File: src/rtl/uart_fifo_bridge.sv
// uart_fifo_bridge: byte buffering between the bus and a UART core.
// Two independent show-ahead FIFOs, a TX launch FSM, and RX overflow/error status.

module uart_fifo_bridge_fifo #(
  parameter int DEPTH_LOG2 = 4
) (
  input  logic                  clk,
  input  logic                  rst,
  input  logic                  push,
  input  logic [7:0]            push_data,
  input  logic                  pop,
  output logic [7:0]            head,
  output logic [DEPTH_LOG2:0]   level,
  output logic                  full,
  output logic                  empty
);

  localparam logic [DEPTH_LOG2:0]   LVL_ONE  = (DEPTH_LOG2 + 1)'(1);
  localparam logic [DEPTH_LOG2:0]   LVL_FULL = (DEPTH_LOG2 + 1)'(1 << DEPTH_LOG2);
  localparam logic [DEPTH_LOG2-1:0] PTR_ONE  = DEPTH_LOG2'(1);

  logic [7:0]            mem_q [1 << DEPTH_LOG2];
  logic [DEPTH_LOG2-1:0] wr_ptr_q, wr_ptr_d;
  logic [DEPTH_LOG2-1:0] rd_ptr_q, rd_ptr_d;
  logic [DEPTH_LOG2:0]   level_q, level_d;
  logic                  push_ok, pop_ok;

  // NOTE: every signal assigned here gets a default first so no latch is inferred.
  always_comb begin
    pop_ok   = pop && (level_q != '0);
    // A pop in the same cycle frees the slot, so a full FIFO still takes the push.
    push_ok  = push && ((level_q != LVL_FULL) || pop_ok);
    wr_ptr_d = push_ok ? wr_ptr_q + PTR_ONE : wr_ptr_q;
    rd_ptr_d = pop_ok  ? rd_ptr_q + PTR_ONE : rd_ptr_q;
    level_d  = level_q;
    if (push_ok && !pop_ok) begin
      level_d = level_q + LVL_ONE;
    end else if (pop_ok && !push_ok) begin
      level_d = level_q - LVL_ONE;
    end
  end

  // NOTE: storage is deliberately not reset; the pointers and level define validity,
  // which keeps this a plain RAM array.
  always_ff @(posedge clk) begin
    if (push_ok) begin
      mem_q[wr_ptr_q] <= push_data;
    end
  end

  // NOTE: sequential state uses non-blocking assignments only.
  always_ff @(posedge clk) begin
    if (rst) begin
      wr_ptr_q <= '0;
      rd_ptr_q <= '0;
      level_q  <= '0;
    end else begin
      wr_ptr_q <= wr_ptr_d;
      rd_ptr_q <= rd_ptr_d;
      level_q  <= level_d;
    end
  end

  assign head  = mem_q[rd_ptr_q];
  assign level = level_q;
  assign full  = (level_q == LVL_FULL);
  assign empty = (level_q == '0);

endmodule

module uart_fifo_bridge #(
  parameter int DEPTH_LOG2 = 4
) (
  input  logic                  clk,
  input  logic                  rst,
  input  logic                  wr_en,
  input  logic [7:0]            wr_data,
  output logic                  tx_full,
  output logic [DEPTH_LOG2:0]   tx_level,
  input  logic                  rd_en,
  output logic [7:0]            rd_data,
  output logic                  rx_empty,
  output logic [DEPTH_LOG2:0]   rx_level,
  output logic                  rx_overflow,
  input  logic                  clear_overflow,
  output logic [7:0]            rx_error_count,
  output logic                  uart_transmit,
  output logic [7:0]            uart_tx_byte,
  input  logic                  uart_is_transmitting,
  input  logic                  uart_received,
  input  logic [7:0]            uart_rx_byte,
  input  logic                  uart_recv_error
);

  typedef enum logic [1:0] {
    TX_IDLE,
    TX_LAUNCH,
    TX_WAIT_BUSY,
    TX_WAIT_DONE
  } tx_state_e;

  tx_state_e  tx_state_q, tx_state_d;
  logic       uart_transmit_q, uart_transmit_d;
  logic [7:0] uart_tx_byte_q, uart_tx_byte_d;
  logic       rx_overflow_q, rx_overflow_d;
  logic [7:0] rx_error_count_q, rx_error_count_d;

  logic [7:0] tx_head, rx_head;
  logic       tx_empty, tx_pop;
  logic       rx_full, rx_pop, rx_drop;

  uart_fifo_bridge_fifo #(.DEPTH_LOG2(DEPTH_LOG2)) u_tx_fifo (
    .clk       (clk),
    .rst       (rst),
    .push      (wr_en),
    .push_data (wr_data),
    .pop       (tx_pop),
    .head      (tx_head),
    .level     (tx_level),
    .full      (tx_full),
    .empty     (tx_empty)
  );

  uart_fifo_bridge_fifo #(.DEPTH_LOG2(DEPTH_LOG2)) u_rx_fifo (
    .clk       (clk),
    .rst       (rst),
    .push      (uart_received),
    .push_data (uart_rx_byte),
    .pop       (rd_en),
    .head      (rx_head),
    .level     (rx_level),
    .full      (rx_full),
    .empty     (rx_empty)
  );

  // One byte in flight: launch, then wait for the core to go busy and idle again.
  always_comb begin
    tx_state_d      = tx_state_q;
    tx_pop          = 1'b0;
    uart_transmit_d = 1'b0;
    uart_tx_byte_d  = uart_tx_byte_q;
    case (tx_state_q)
      TX_IDLE: begin
        if (!tx_empty && !uart_is_transmitting) begin
          tx_pop          = 1'b1;
          uart_transmit_d = 1'b1;
          uart_tx_byte_d  = tx_head;
          tx_state_d      = TX_LAUNCH;
        end
      end
      TX_LAUNCH:    tx_state_d = TX_WAIT_BUSY;
      TX_WAIT_BUSY: if (uart_is_transmitting)  tx_state_d = TX_WAIT_DONE;
      TX_WAIT_DONE: if (!uart_is_transmitting) tx_state_d = TX_IDLE;
      default:      tx_state_d = TX_IDLE;
    endcase
  end

  always_ff @(posedge clk) begin
    if (rst) begin
      tx_state_q      <= TX_IDLE;
      uart_transmit_q <= 1'b0;
      uart_tx_byte_q  <= '0;
    end else begin
      tx_state_q      <= tx_state_d;
      uart_transmit_q <= uart_transmit_d;
      uart_tx_byte_q  <= uart_tx_byte_d;
    end
  end

  // A received byte is lost only when the FIFO is full and no read frees a slot.
  always_comb begin
    rx_pop           = rd_en && !rx_empty;
    rx_drop          = uart_received && rx_full && !rx_pop;
    rx_overflow_d    = rx_overflow_q;
    rx_error_count_d = rx_error_count_q;
    if (rx_drop) begin
      rx_overflow_d = 1'b1;
    end else if (clear_overflow) begin
      rx_overflow_d = 1'b0;
    end
    if (uart_recv_error && (rx_error_count_q != 8'hFF)) begin
      rx_error_count_d = rx_error_count_q + 8'd1;
    end
  end

  always_ff @(posedge clk) begin
    if (rst) begin
      rx_overflow_q    <= 1'b0;
      rx_error_count_q <= '0;
    end else begin
      rx_overflow_q    <= rx_overflow_d;
      rx_error_count_q <= rx_error_count_d;
    end
  end

  assign rd_data        = rx_empty ? 8'h00 : rx_head;
  assign rx_overflow    = rx_overflow_q;
  assign rx_error_count = rx_error_count_q;
  assign uart_transmit  = uart_transmit_q;
  assign uart_tx_byte   = uart_tx_byte_q;

endmodule

File: config.mk
export PLATFORM = sky130hd
export DESIGN_NAME = uart_fifo_bridge
export DESIGN_NICKNAME = d
export VERILOG_FILES = /design/src/rtl/uart_fifo_bridge.sv
export SDC_FILE = /design/constraint.sdc
export NUM_CORES = 1
export LEC_CHECK = 0
export CAP_MARGIN = 20
export CORE_ASPECT_RATIO = 1.2
export CORE_MARGIN = 8
export CORE_UTILIZATION = 30
export CTS_BUF_LIST = sky130_fd_sc_hd__clkbuf_8
export DETAILED_ROUTE_END_ITERATION = 8
export SLEW_MARGIN = 20
export SYNTH_ARGS = -nofsm -noshare
export SYNTH_HDL_FRONTEND = slang
export SYNTH_HIERARCHICAL = 1
export SYNTH_SLANG_ARGS = --single-unit
File: constraint.sdc
create_clock -name clk -period 3.21 [get_ports clk]
set_clock_uncertainty 0.2 [all_clocks]
set_input_delay 0.4815 -clock clk [delete_from_list [all_inputs] [get_ports clk]]
set_output_delay 0.4815 -clock clk [all_outputs]
set_load 0.01 [all_outputs]
### Word level (Yosys, flattened, before mapping)

Memory sizes are Yosys's and may differ from the RTL's. A register that Yosys moved wholly into a read port is not among the register bits.
Index checks and enable logic that the tools add are counted.

| word-level totals | value |
|---|---|
| input port bits | 24 |
| bits in writable memories | 256 |
| memories kept | 2 |
| output and inout bits | 38 |
| register bits after elaboration | 38 |

Memories:

| name | depth | bits a word | read ports | clocked after Yosys merged registers in | wr ports | RTL line | source |
|---|---|---|---|---|---|---|---|
| u_rx_fifo.mem_q | 16 | 8 | 1 | 1 | 1 | 22 | `logic [7:0] mem_q [1 << DEPTH_LOG2];` |
| u_tx_fifo.mem_q | 16 | 8 | 1 | 1 | 1 | 22 |  |

| operators by class | value |
|---|---|
| reductions and logical operators | 33 |
| add/subtract/negate cells | 9 |
| eq/ne operators | 11 |
| multiplexer cells | 19 |

Operator list:

| operator | count |
|---|---|
| $mux W5 | 4 |
| $add A4 B1 Y4 const B | 4 |
| $logic_and A1 B1 Y1 | 13 |
| $add A5 B1 Y5 const B | 2 |
| $eq A5 B5 Y1 const B | 2 |
| $logic_not A5 Y1 | 2 |
| $ne A5 B5 Y1 const B | 2 |
| $reduce_bool A5 Y1 | 2 |
| $sub A5 B1 Y5 const B | 2 |
| $add A8 B1 Y8 const B | 1 |
| $logic_not A1 Y1 | 8 |
| $mux W1 | 8 |
| $mux W4 | 2 |
| $mux W8 | 1 |
| $ne A8 B8 Y1 const B | 1 |
| $pmux W2 S4 | 1 |
| $mux W2 | 3 |
| $ne A2 B2 Y1 const B | 3 |
| $reduce_bool A2 Y1 | 3 |
| $eq A2 B2 Y1 const B | 2 |
| $reduce_and A3 Y1 | 1 |
| $eq A2 B1 Y1 const B | 1 |
| $logic_not A2 Y1 | 1 |
| $logic_or A1 B1 Y1 | 2 |
| $reduce_and A2 Y1 | 1 |

### Longest topological paths before layout

Gate-level depths: netlist (run 1).

| logic depth | value |
|---|---|
| depth after elaboration | 12 |
| gate-level depth with buffers | 14 |

### Modules after synthesis

Netlist (run 1), hierarchy kept.

By module, submodules not included:

| module | seq. area each (um2) | cells an instance | area an instance (um2) | instances |
|---|---|---|---|---|
| uart_fifo_bridge_fifo | 4,184.0 | 307 | 5,775.5 | 2 |
| uart_fifo_bridge | 400.4 | 101 | 996.0 | 1 |

### Worst setup path before layout (run 1)

No wires, ideal clock.

| timing | value |
|---|---|
| path kind | register to register |
| from | reg u_tx_fifo.level_q[0], in the netlist u_tx_fifo/level[0] |
| to | reg u_tx_fifo.level_q[4], in the netlist u_tx_fifo/level[4] |
| cell stages (with the launch flop) | 15 |
| slack | -0.255 ns |
| period minus slack after synthesis | 3.465 ns |
| data arrival time | 3.144 ns |
| cells stage by stage | dfxtp_1 or4_4 buf_6 nor2_1 nor3b_1 buf_4 o31ai_4 inv_1 ha_1 inv_1 ha_1 a21oi_1 a211oi_1 a31oi_1 mux2_2 |

| on the way | value |
|---|---|
| cells in the longest elaborated chain, start to end | 11 |
| elaborated cells between the ends (all ways) | 19 |
| those cells by class | add/sub: 2; eq/ne: 1; mux: 4; reduce/logical: 12 |

RTL lines:

| what | RTL line | source |
|---|---|---|
| start: declaration | 25 | `logic [DEPTH_LOG2:0] level_q, level_d;` |
| start signal: assignment | 60 | `level_q <= level_d;` |
| $logic_not A5 Y1 (*) | 67 | `assign empty = (level_q == '0);` |
| net tx_empty | 109 | `logic tx_empty, tx_pop;` |
| $logic_not A1 Y1 (*) | 144 | `if (!tx_empty && !uart_is_transmitting) begin` |
| $logic_and A1 B1 Y1 (*) | 144 |  |
| $mux W1 (*) | 144 |  |
| $mux W1 (*) | n/a |  |
| net tx_pop | 109 |  |
| $logic_and A1 B1 Y1 (*) | 30 | `pop_ok = pop && (level_q != '0);` |
| $logic_or A1 B1 Y1 (*) | 32 | `push_ok = push && ((level_q != LVL_FULL) \|\| pop_ok);` |
| $logic_and A1 B1 Y1 (*) | 32 |  |
| net u_tx_fifo.push_ok | 26 | `logic push_ok, pop_ok;` |
| $logic_not A1 Y1 | 38 | `end else if (pop_ok && !push_ok) begin` |
| $logic_and A1 B1 Y1 | 38 |  |
| $reduce_bool A2 Y1 (no line) | n/a |  |

Mark *: on every way through the listed nets, which the timed path passes. The rest lies on a longest branch. The select of a mux whose other input is x is not followed.
A chain may end at the register's enable or synchronous reset.

==> flow_summary_export.csv, run 1 <==
group,metric,value,unit
critical_path,critPathKind,"reg -> out",
clock_network,clk_pin_slew_worst_paths,70,ps
logic_synthesis,synth.most_common_cell,"edfxtp_1",
clock_network,root_buffer,"clkbuf_8",
grt,grt_pass1_wl,40.36,mm
clock_network,cts_tree,"built",
worst_hold_path,hold-path-cell-count,2,
route,wl_per_cell,18.15,um
sta,worst_pin_slew,903.6,ps
final_layout,diodes,0,
logic_synthesis,yosysUniqueCellTypes,56,
power_and_ir_drop,ir_worst_vdd,344.3,uV
logic_synthesis,synth_async_sr_flop_share,0,%
placement,gp_congestion,0.7197,
clock_network,cts_buffer_depth,3,
route,viasPerCell,4.595,
sta,drv_slew,0,
grt,gr-total-overflow,0,
route,first_iter_violations,290,
die,die_h,240.0,um
die,die_w,202.7,um
critical_path,cp_data_arrival_time,2400,ps
clock_network,htreeDepth,2,
clock_network,hold_buffers,0,
clock_network,clock-sinks,310,
critical_path,start_kind,"register",
final_layout,nFillCells,3900,
route,drc,0,
placement,portBuffers,61,
final_layout,final_util,36.83,%
grt,grt_max_degree,33,
sta,period_minus_slack,3082,ps
critical_path,reg2regPathDepth,13,
route,dr.pass1.iters,4,
critical_path,slowest_stage,"mux4_2",
logic_synthesis,syn_inst,715,
sta,setup_viol,0,
critical_path,crit_fanout,9,
die,core.rowCount,82,
critical_path,cp_cell_sequence,"buf_12, mux4_2, a22oi_2, nand2_1, nor2b_1, dlygate4sd2_1",
placement,dp_hpwl,17.19,mm
grt,grt_usage,10.68,%
die,num_io_pins,62,
power_and_ir_drop,p_leak,5.171,nW
logic_synthesis,synth_commonest_cells,"256 x edfxtp_1, 64 x mux4_2, 54 x dfxtp_1, 51 x nor2_1, 34 x and2_1",
status,status,"finished clean",
route,routed_wl,25.97,mm
route,vias,6575,
logic_synthesis,ys_warn_count,6,
job,cap_viol_max_count,0,
logic_synthesis,ys_seq_area_share,69.88,%
sta,fin_crit_sh,96.00,%
logic_synthesis,synth_edf_count,256,
power_and_ir_drop,pwr_density_cell,702.9,nW/um2
sta,fmax,0.3245,GHz
critical_path,slowest_delay,520,ps
logic_synthesis,yosys.area.top_type_share,61.27,%
power_and_ir_drop,power,10.76,mW
sta,rsz0062_at_grt,"false",
clock_network,cts_buffers,50,
route,ant_nets,0,
logic_synthesis,synth_top_area_cell,"edfxtp_1",
logic_synthesis,synth.area.top_cells,"edfxtp_1 61%, mux4_2 11%, dfxtp_1 8.6%",
logic_synthesis,mappedNetlistArea,12550,um2
grt,grt_pass1_vias,7026,
critical_path,crit_path_end_kind,"output pin",
critical_path,required,2530,ps
logic_synthesis,ys.flop_type,"edfxtp_1",
die,core_area,41550,um2
sta,hold_violations,0,
logic_synthesis,syn-mean-instance-area,17.55,um2
final_layout,area_growth_syn_to_layout,21.96,%
die,initial_core_util,30.20,%
logic_synthesis,syn_nets,763,
sta,slew_headroom,39.54,%
clock_network,clkLatencyLatePin,620,ps
worst_hold_path,hp-class,"in -> reg",
grt,antenna_found_initial,0,
die,dieArea,48650,um2
final_layout,drive_gt1_share,26.33,%
logic_synthesis,ys_ff_latch,310,
final_layout,nets,894,
-- stage by stage --
| stage | TNS (ps) | hold WS (ps) | setup slack (ps) | cell area [um2] | instances |
|---|---|---|---|---|---|
| detailed placement | 0 | 290.3 | 56.29 | 14190 | 1332 |
| floorplan | 0 | 276.3 | 10.77 | 12600 | 715 |
| finish | 0 | 144.7 | 128.3 | 15300 | 1431 |
| global route | 0 | 149.2 | 19.12 | 15300 | 1431 |
| CTS | -35.42 | 104.5 | -35.42 | 15290 | 1429 |
| global placement | 0 | 293.6 | 84.81 | 14190 | 1332 |
-- state kept, by name (all words and copies together) (netlist names), named ones only --
signal,flops
rx_error_count,8
rx_overflow,1
tx_state_q,2
u_rx_fifo/level,5
u_rx_fifo/mem_q,128
u_rx_fifo/rd_ptr_q,4
u_rx_fifo/wr_ptr_q,4
u_tx_fifo/level,5
u_tx_fifo/mem_q,128
u_tx_fifo/rd_ptr_q,4
u_tx_fifo/wr_ptr_q,4
uart_transmit,1
uart_tx_byte,8
-- placed cells by master, fill, tap and decap left out, types with 17 or more instances in the layout --
| master | instances |
|---|---|
| edfxtp_1 | 256 |
| mux4_2 | 64 |
| clkbuf_8 | 55 |
| nor2_1 | 50 |
| clkdlybuf4s50_1 | 50 |
| dfxtp_1 | 50 |
| inv_1 | 35 |
| and2_1 | 34 |
| buf_4 | 33 |
| nand2_1 | 22 |
| ha_1 | 19 |
| a22oi_1 | 17 |
-- where the power goes --
part / switching (mW) / internal (mW)
clock network: 1.57 / 1.60
logic: 1.35 / 1.48
registers: 0.165 / 4.59
total: 3.09 / 7.67
-- critical path: cells and delay by family (launching register included) --
| family | cells | cell delay [ps] |
|---|---|---|
| flip-flops | 1 | 390 |
| multiplexers | 1 | 520 |
| AND/OR/NAND/NOR | 2 | 200 |
| buffers and inverters | 2 | 440 |
| AO/OA/AOI/OAI | 1 | 230 |
-- cell type report --
| class | instances | area (um2) | area share [%] |
|---|---|---|---|
| inverter | 14 | 55.05 | 0.3598 |
| sequential | 310 | 8778 | 57.37 |
| clock inverter | 36 | 178.9 | 1.169 |
| clock buffer | 55 | 757.0 | 4.947 |
| timing repair buffer | 110 | 1137 | 7.433 |
| tap | 546 | 683.2 | 4.464 |
| multi-input combinational | 360 | 3712 | 24.26 |
-- per-layer routing --
layer	vias up	routed length, um	track usage [%]
met5	-	0	0
met4	0	723	4.201
met3	47	1438	3.450
met2	126	13330	18.87
met1	3305	10470	11.80
li1	3097	-	-
-- repair_timing --
item / 4_1_cts / 5_1_grt
gates cloned: 1 / 0
pin swaps: 5 / 4
resized for setup: 46 / 9
setup endpoints to repair: 8 / 8
setup buffers: 5 / 3
-- path summary, 6_finish.rpt --
check                     endpoint                from  slack [ps]
max                     rd_data[1]            register         130
max reg2reg     u_tx_fifo/level[3]  u_tx_fifo/level[0]         170
min          u_rx_fifo/wr_ptr_q[1]                 rst         140
min reg2reg        uart_tx_byte[2]     uart_tx_byte[2]         300
-- kinds of logic (layout without fill, tap and decap cells) --
| kind of cell | count (synthesis) | after routing | synth area share (%) |
|---|---|---|---|
| flops | 310 | 310 | 69.88 |
| buf+inv | 45 | 215 | 1.635 |
| mux | 83 | 83 | 13.07 |
| fa+ha+maj | 24 | 24 | 2.513 |
| compound gates | 73 | 73 | 4.647 |
| xor+xnor | 14 | 14 | 0.9772 |
| simple gates | 166 | 166 | 7.270 |
Power figures use the tool's default switching activity.
==> inputs of run 2 (changes only) <==
--- a/config.mk
+++ b/config.mk
@@ -5,11 +5,11 @@
 export SDC_FILE = /design/constraint.sdc
 export NUM_CORES = 1
 export LEC_CHECK = 0
-export CAP_MARGIN = 20
 export CORE_ASPECT_RATIO = 1.2
 export CORE_MARGIN = 8
 export CORE_UTILIZATION = 30
 export CTS_BUF_LIST = sky130_fd_sc_hd__clkbuf_8
+export CTS_CLUSTER_SIZE = 20
 export DETAILED_ROUTE_END_ITERATION = 8
 export SLEW_MARGIN = 20
 export SYNTH_ARGS = -nofsm -noshare
==> results of run 2 <==
Final layout, timing and power as in run 1 (identical DEF).
